`src/rtl/shift_pattern_decoder.sv`:
```
// shift_pattern_decoder
// Recovers the payload from a word that was left-shifted by k positions on
// the transmit side. The word is walked right one bit per clock under a
// down-counter; any set bit shifted out, or left above the payload field,
// marks the word as an illegal encoding for that shift.
//
// state | meaning
// ------+---------------------------------------------------------------
// IDLE  | ready for a new word; in_ready high
// SHIFT | shifting right one bit per clock, cnt counts remaining shifts
// DONE  | payload and err presented with out_valid until out_ready
module shift_pattern_decoder #(
  parameter int PAYLOAD_W = 5,
  parameter int SHIFT_W   = 2,
  localparam int DATA_W   = PAYLOAD_W + (1 << SHIFT_W) - 1
) (
  input  logic               clk,
  input  logic               rst,
  input  logic               in_valid,
  output logic               in_ready,
  input  logic [DATA_W-1:0]  shifted_data,
  input  logic [SHIFT_W-1:0] shift_by_n_pos,
  output logic               out_valid,
  input  logic               out_ready,
  output logic [PAYLOAD_W-1:0] num_of_ones,
  output logic               err
);

  typedef enum logic [1:0] {
    IDLE  = 2'd0,
    SHIFT = 2'd1,
    DONE  = 2'd2
  } state_t;

  state_t             state;
  logic [SHIFT_W-1:0] cnt;
  logic [DATA_W-1:0]  sr;
  logic               sticky;
  logic [DATA_W-1:0]  sr_next;
  logic               sticky_next;

  // Next shift-register value and error bit for one SHIFT step; DONE
  // outputs are loaded from these on the final step so they are ready
  // in the same cycle out_valid rises.
  always_comb begin
    sr_next     = sr >> 1;
    sticky_next = sticky | sr[0];
  end

  // Sequencer: accept, shift k times, then hold the result until taken.
  always_ff @(posedge clk or posedge rst) begin
    if (rst) begin
      state       <= IDLE;
      cnt         <= '0;
      sr          <= '0;
      sticky      <= 1'b0;
      in_ready    <= 1'b1;
      out_valid   <= 1'b0;
      num_of_ones <= '0;
      err         <= 1'b0;
    end else begin
      case (state)
        IDLE: begin
          if (in_valid) begin
            sr       <= shifted_data;
            cnt      <= shift_by_n_pos;
            sticky   <= 1'b0;
            in_ready <= 1'b0;
            if (shift_by_n_pos == '0) begin
              // Nothing to shift: only the bits above the payload can be wrong.
              state       <= DONE;
              out_valid   <= 1'b1;
              num_of_ones <= shifted_data[PAYLOAD_W-1:0];
              err         <= |shifted_data[DATA_W-1:PAYLOAD_W];
            end else begin
              state <= SHIFT;
            end
          end
        end
        SHIFT: begin
          sr     <= sr_next;
          sticky <= sticky_next;
          cnt    <= cnt - 1'b1;
          if (cnt == SHIFT_W'(1)) begin
            state       <= DONE;
            out_valid   <= 1'b1;
            num_of_ones <= sr_next[PAYLOAD_W-1:0];
            err         <= sticky_next | (|sr_next[DATA_W-1:PAYLOAD_W]);
          end
        end
        DONE: begin
          if (out_ready) begin
            state     <= IDLE;
            out_valid <= 1'b0;
            in_ready  <= 1'b1;
          end
        end
        default: begin
          state     <= IDLE;
          out_valid <= 1'b0;
          in_ready  <= 1'b1;
        end
      endcase
    end
  end

endmodule

```
`config.mk`:
```
export PLATFORM = sky130hd
export DESIGN_NAME = shift_pattern_decoder
export DESIGN_NICKNAME = d
export VERILOG_FILES = /design/src/rtl/shift_pattern_decoder.sv
export SDC_FILE = /design/constraint.sdc
export NUM_CORES = 1
export LEC_CHECK = 0
export CAP_MARGIN = 10
export CORE_MARGIN = 1.5
export CORE_UTILIZATION = 49
export CTS_BUF_LIST = sky130_fd_sc_hd__clkbuf_4 sky130_fd_sc_hd__clkbuf_8 sky130_fd_sc_hd__clkbuf_16
export DETAILED_ROUTE_END_ITERATION = 12
export GPL_TIMING_DRIVEN = 0
export HOLD_SLACK_MARGIN = 0.1
export PLACE_DENSITY = 0.81
export SYNTH_ARGS = -nofsm -noshare
export SYNTH_HDL_FRONTEND = slang
export SYNTH_SLANG_ARGS = --single-unit
```
`constraint.sdc`:
```
create_clock -name clk -period 2.1 [get_ports clk]
set_input_delay 0.42 -clock clk [delete_from_list [all_inputs] [get_ports clk]]
set_output_delay 0.42 -clock clk [all_outputs]
set_load 0.01 [all_outputs]
```
; Word-level counts from Yosys, hierarchy flattened
; Cells that the tools add are included.
; Widths: inputs -> output; s select.
[word_totals]
regBits = 21
latch_bits = 0
mem_bits_rw = 0
mem_bits_ro = 0
out_inout_bits = 8
memories = 0
[op_classes]
n_addsub = 1
n_mul = 0
div = 0
n_lt_le_gt_ge = 0
eq_ne = 7
shifts = 0
mux = 26
n_bitwise = 3
n_reduce_logical = 10
[ops]
columns = cell, n
row1 = $pmux 8 s2, 1
row2 = $mux 5, 3
row3 = $mux 2, 5
row4 = $pmux 5 s2, 1
row5 = $mux 1, 9
row6 = $mux 8, 1
row7 = $ne 2x2->1 const B, 4
row8 = $reduce_and 4->1, 2
row9 = $pmux 1 s3, 2
row10 = $pmux 2 s3, 1
row11 = $reduce_and 3->1, 2
row12 = $eq 2x1->1 const B, 2
row13 = $logic_not 2->1, 2
row14 = $pmux 1 s2, 2
row15 = $pmux 2 s2, 1
row16 = $reduce_or 3->1, 1
row17 = $eq 2x2->1 const B, 1
row18 = $or 1x1->1, 2
row19 = $reduce_and 2->1, 1
row20 = $reduce_bool 2->1, 1
row21 = $reduce_or 2->1, 1
row22 = $sub 2x1->2 const B, 1
row23 = $not 1->1, 1

; Logic depth before layout (Yosys ltp)
[logic_depth]
word_depth = 4
depth_mapped = 5

; Least setup slack after synthesis
; OpenSTA, ideal clock, no wires.
[synth_path]
kind = input port to flip-flop
start = in shift_by_n_pos[0]
end = reg err
setup_ns = 0.125
t_arrival_ns = 1.531
slack_ns = 0.445
cell_stages = 3
cell_sequence = or4b_4 > a21oi_4 > mux2_2
[synth_via]
elab_chain_cells = 3
[synth_lines]
columns = item, line
row1 = start: declaration, 22  ; input logic [SHIFT_W-1:0] shift_by_n_pos,
row2 = $logic_not 2->1, 69  ; if (shift_by_n_pos == '0) begin
row3 = $ne 2x2->1 (no source line), n/a
row4 = $reduce_and 4->1 (no source line), n/a
row5 = end signal: assignment, 74  ; err <= |shifted_data[DATA_W-1:PAYLOAD_W];
row6 = end signal: assignment, 88  ; err <= sticky_next | (|sr_next[DATA_W-1:PAYLOAD_W]);
row7 = end: declaration, 26  ; output logic err
; No other way between the ends.
; A chain may end at the register's enable or synchronous reset.

; Final worst setup path
[layout_path]
start = in shift_by_n_pos[0]
end = reg num_of_ones[0]
[layout_via]
elab_chain_cells = 3
[layout_lines]
columns = item, line
row1 = $logic_not 2->1, 69
row2 = $ne 2x2->1 (no source line), n/a
row3 = $reduce_and 4->1 (no source line), n/a
row4 = end signal: assignment, 73  ; num_of_ones <= shifted_data[PAYLOAD_W-1:0];
row5 = end signal: assignment, 87  ; num_of_ones <= sr_next[PAYLOAD_W-1:0];
row6 = end: declaration, 25  ; output logic [PAYLOAD_W-1:0] num_of_ones,
; No other way between the ends.

==> metrics <==
Cell Int Power 1.178 mW; syn_nets 114; initial antenna violation count 0; GP Congestion 0.8263; Pleak 0.5718 nW; CTS tree built; Clk pwr share 11.3%; Netlist cell types 24; via count 833; Reg2Reg Depth 3; Min Clock Period, post-route 1.937 ns; hold violation count in the final report 0; WHS 0.4704 ns; Worst R2R End num_of_ones[0]; H-tree Lvls 1; Setup-failing EPs final 0; Vias/cell 5.517; GRT Total Usage 22.76%; Final Max Tran Viols 0; status finished, final reports clean; Reg2Reg Setup Slack 0.28 ns; Place WS -0.1737 ns; fraction of layout cells with a size suffix above 1 16.94%; post-synthesis instance area 0.001044 sq mm; post-synthesis cell count 99; Net Switching 0.7112 mW; #FFs+latches synth 21; unrepaired setup endpoints after global routing false; Die Height 49.15 um; hold endpoint in_ready; first-pass GRT wire length 4.195 mm; Mean Syn Cell Area 10.54 sq um; startpoint types primary input; Worst-Margin Slew 0.8006 ns; post-CTS setup buffers 0; Num CTS Buffers 3; hold buffer count at CTS 0; CP max FO 8; hold path depth 2; port buffer count 21; IO Pins 22; largest net degree at the start of global routing 22; drt first pass iters 4; Min-Delay Path Class reg -> reg; Synth Warn # 0; switching part of the total 37.65%; maximum VDD drop 0.9448 mV; Final Cycle Share 92.23%; Worst Skew 0.007725 ns; max-cap viol count 0; Sink Count 21; CTS resizes 0; Comb pwr share 50.1%; P&R area growth vs syn 26.26%; nets@finish 140; CTS root buf clkbuf_4; slew margin rel. 46.57%; Row Count 16; Detail Route Antenna Nets 0; final setup TNS 0 ns; Antenna diodes 0; total core area 0.001982 sq mm; DR iter-0 viols 10; power share of the sequential group 38.6%; Residual DRC 0; worst path arrival time 2.14 ns; Clk Latency, worst-skew pair 0.31 ns; Seq/Total Area, Yosys 50.48%; Worst Slack Setup Final 0.1631 ns; gr ovfl total 0; Crit Path Category in -> reg; CTS Buffer Depth 2; vias in the first global route 923; die span in x 49.15 um; drt wl/cell 15.38 um; CP endpoint kind flop; post-placement cell count 147; final WL 2.322 mm; DIE AREA 0.002415 sq mm; Hold Crit Start in_ready; WP data required 2.30 ns; final std cells w/o fill 151; FF-to-FF Start state[0]; Clock transition at path regs 0.12 ns; Max Clk Rate 0.5163 GHz; Initial Util 52.65%; PwrDens 1434 mW/mm^2; DP HPWL 1.637 mm
layout make-up:
type                            instances  area, sq um
Fill cell                             157        664.4
Tap cell                               27        33.78
Inverter                                4        15.01
Clock buffer                            4        30.03
Multi-Input combinational cell         68        476.7
Sequential cell                        21        526.8
Buffer                                  6        25.02
Timing Repair Buffer                   21        210.2
cells in the final DEF, fill, tap and decap left out:
cell / count
nor2_1: 4
mux2_2: 12
a22o_1: 1
ha_1: 1
clkbuf_1: 4
clkbuf_4: 4
dfstp_2: 1
nor3_1: 2
o21ai_0: 11
a21oi_4: 1
or4b_4: 1
inv_1: 4
nand2_1: 9
nor2b_1: 3
and3b_1: 4
dfrtp_1: 20
a21o_1: 3
clkdlybuf4s50_1: 21
nor4_1: 1
a21oi_1: 8
mux2i_1: 1
buf_2: 1
a22oi_1: 4
nand2b_1: 1
clkbuf_2: 1
o21bai_1: 1
critical path, stage by stage:
cell and delay, ns:
clkdlybuf4s50_1 0.46, or4b_4 0.57, a21oi_4 0.31, mux2_2 0.38
through the flow:
step / instance area [sq um] / util, % / power (mW)
CTS: 1318 / 66.48 / 1.907
floorplan: 1044 / - / 1.335
finish: 1318 / 66.48 / 1.889
global placement: 1287 / 64.96 / 1.635
global route: 1318 / 66.48 / 2.037
detailed placement: 1287 / 64.96 / 1.687
power by group through the flow:
stage	combinational [mW]	clock [mW]	sequential (mW)
5_1_grt	1.05	0.232	0.758
3_3_place_gp	0.908	0	0.727
3_5_place_dp	0.950	0	0.736
6_report	0.947	0.214	0.728
4_1_cts	0.958	0.220	0.728
2_1_floorplan	0.591	0	0.744
synthesized netlist by cell type:
master     n  area share, %
nor2b_1    3            1.8
dfstp_2    1            2.5
a21oi_4    1            1.6
nand2b_1   1           0.60
ha_1       1            1.2
a22oi_1    4            2.9
or4b_4     1            1.3
nand2_1    9            3.2
o21bai_1   1           0.72
nor3_1     2           0.96
and3b_1    4            3.4
nor4_1     1           0.60
dfrtp_1   20             48
inv_1      4            1.4
a21o_1     3            2.2
mux2_2    12             13
a22o_1     1           0.84
o21ai_0   11            5.3
a21oi_1    8            3.8
clkbuf_1   4            1.4
nor2_1     4            1.4
buf_2      1           0.48
clkbuf_2   1           0.48
mux2i_1    1           0.96
cells by family after synthesis:
family,after synthesis,synth area share (%)
compound gates,29,17.27
simple gates,25,13.31
flops,21,50.48
mux,13,13.91
buf+inv,10,3.835
fa+ha+maj,1,1.199
registers in the layout, indices dropped and copies added, names as in the netlist:
name and cells:
sr 8, num_of_ones 5, cnt 2, state 2, err 1, in_ready 1, out_valid 1, sticky 1
metal layers:
metal	part of all wire, %	up-vias	global-route usage, %
met4	1.3	0	7.619
met2	50	22	39.86
met1	44	407	26.72
li1	-	399	-
met3	4.1	5	6.135
met5	0	-	0
worst max path at each step:
stage | start | end | slack, ns | cells past startpoint
3_3_place_gp | shift_by_n_pos[0] | err | -0.14 | 4
6_report | shift_by_n_pos[0] | num_of_ones[0] | 0.16 | 4
2_1_floorplan | shift_by_n_pos[0] | err | 0.44 | 3
5_1_grt | shift_by_n_pos[0] | num_of_ones[0] | 0.1 | 4
3_5_place_dp | shift_by_n_pos[0] | num_of_ones[0] | -0.17 | 4
4_1_cts | shift_by_n_pos[0] | num_of_ones[0] | 0.16 | 4
No activity file was read; power rests on OpenSTA's default activity.
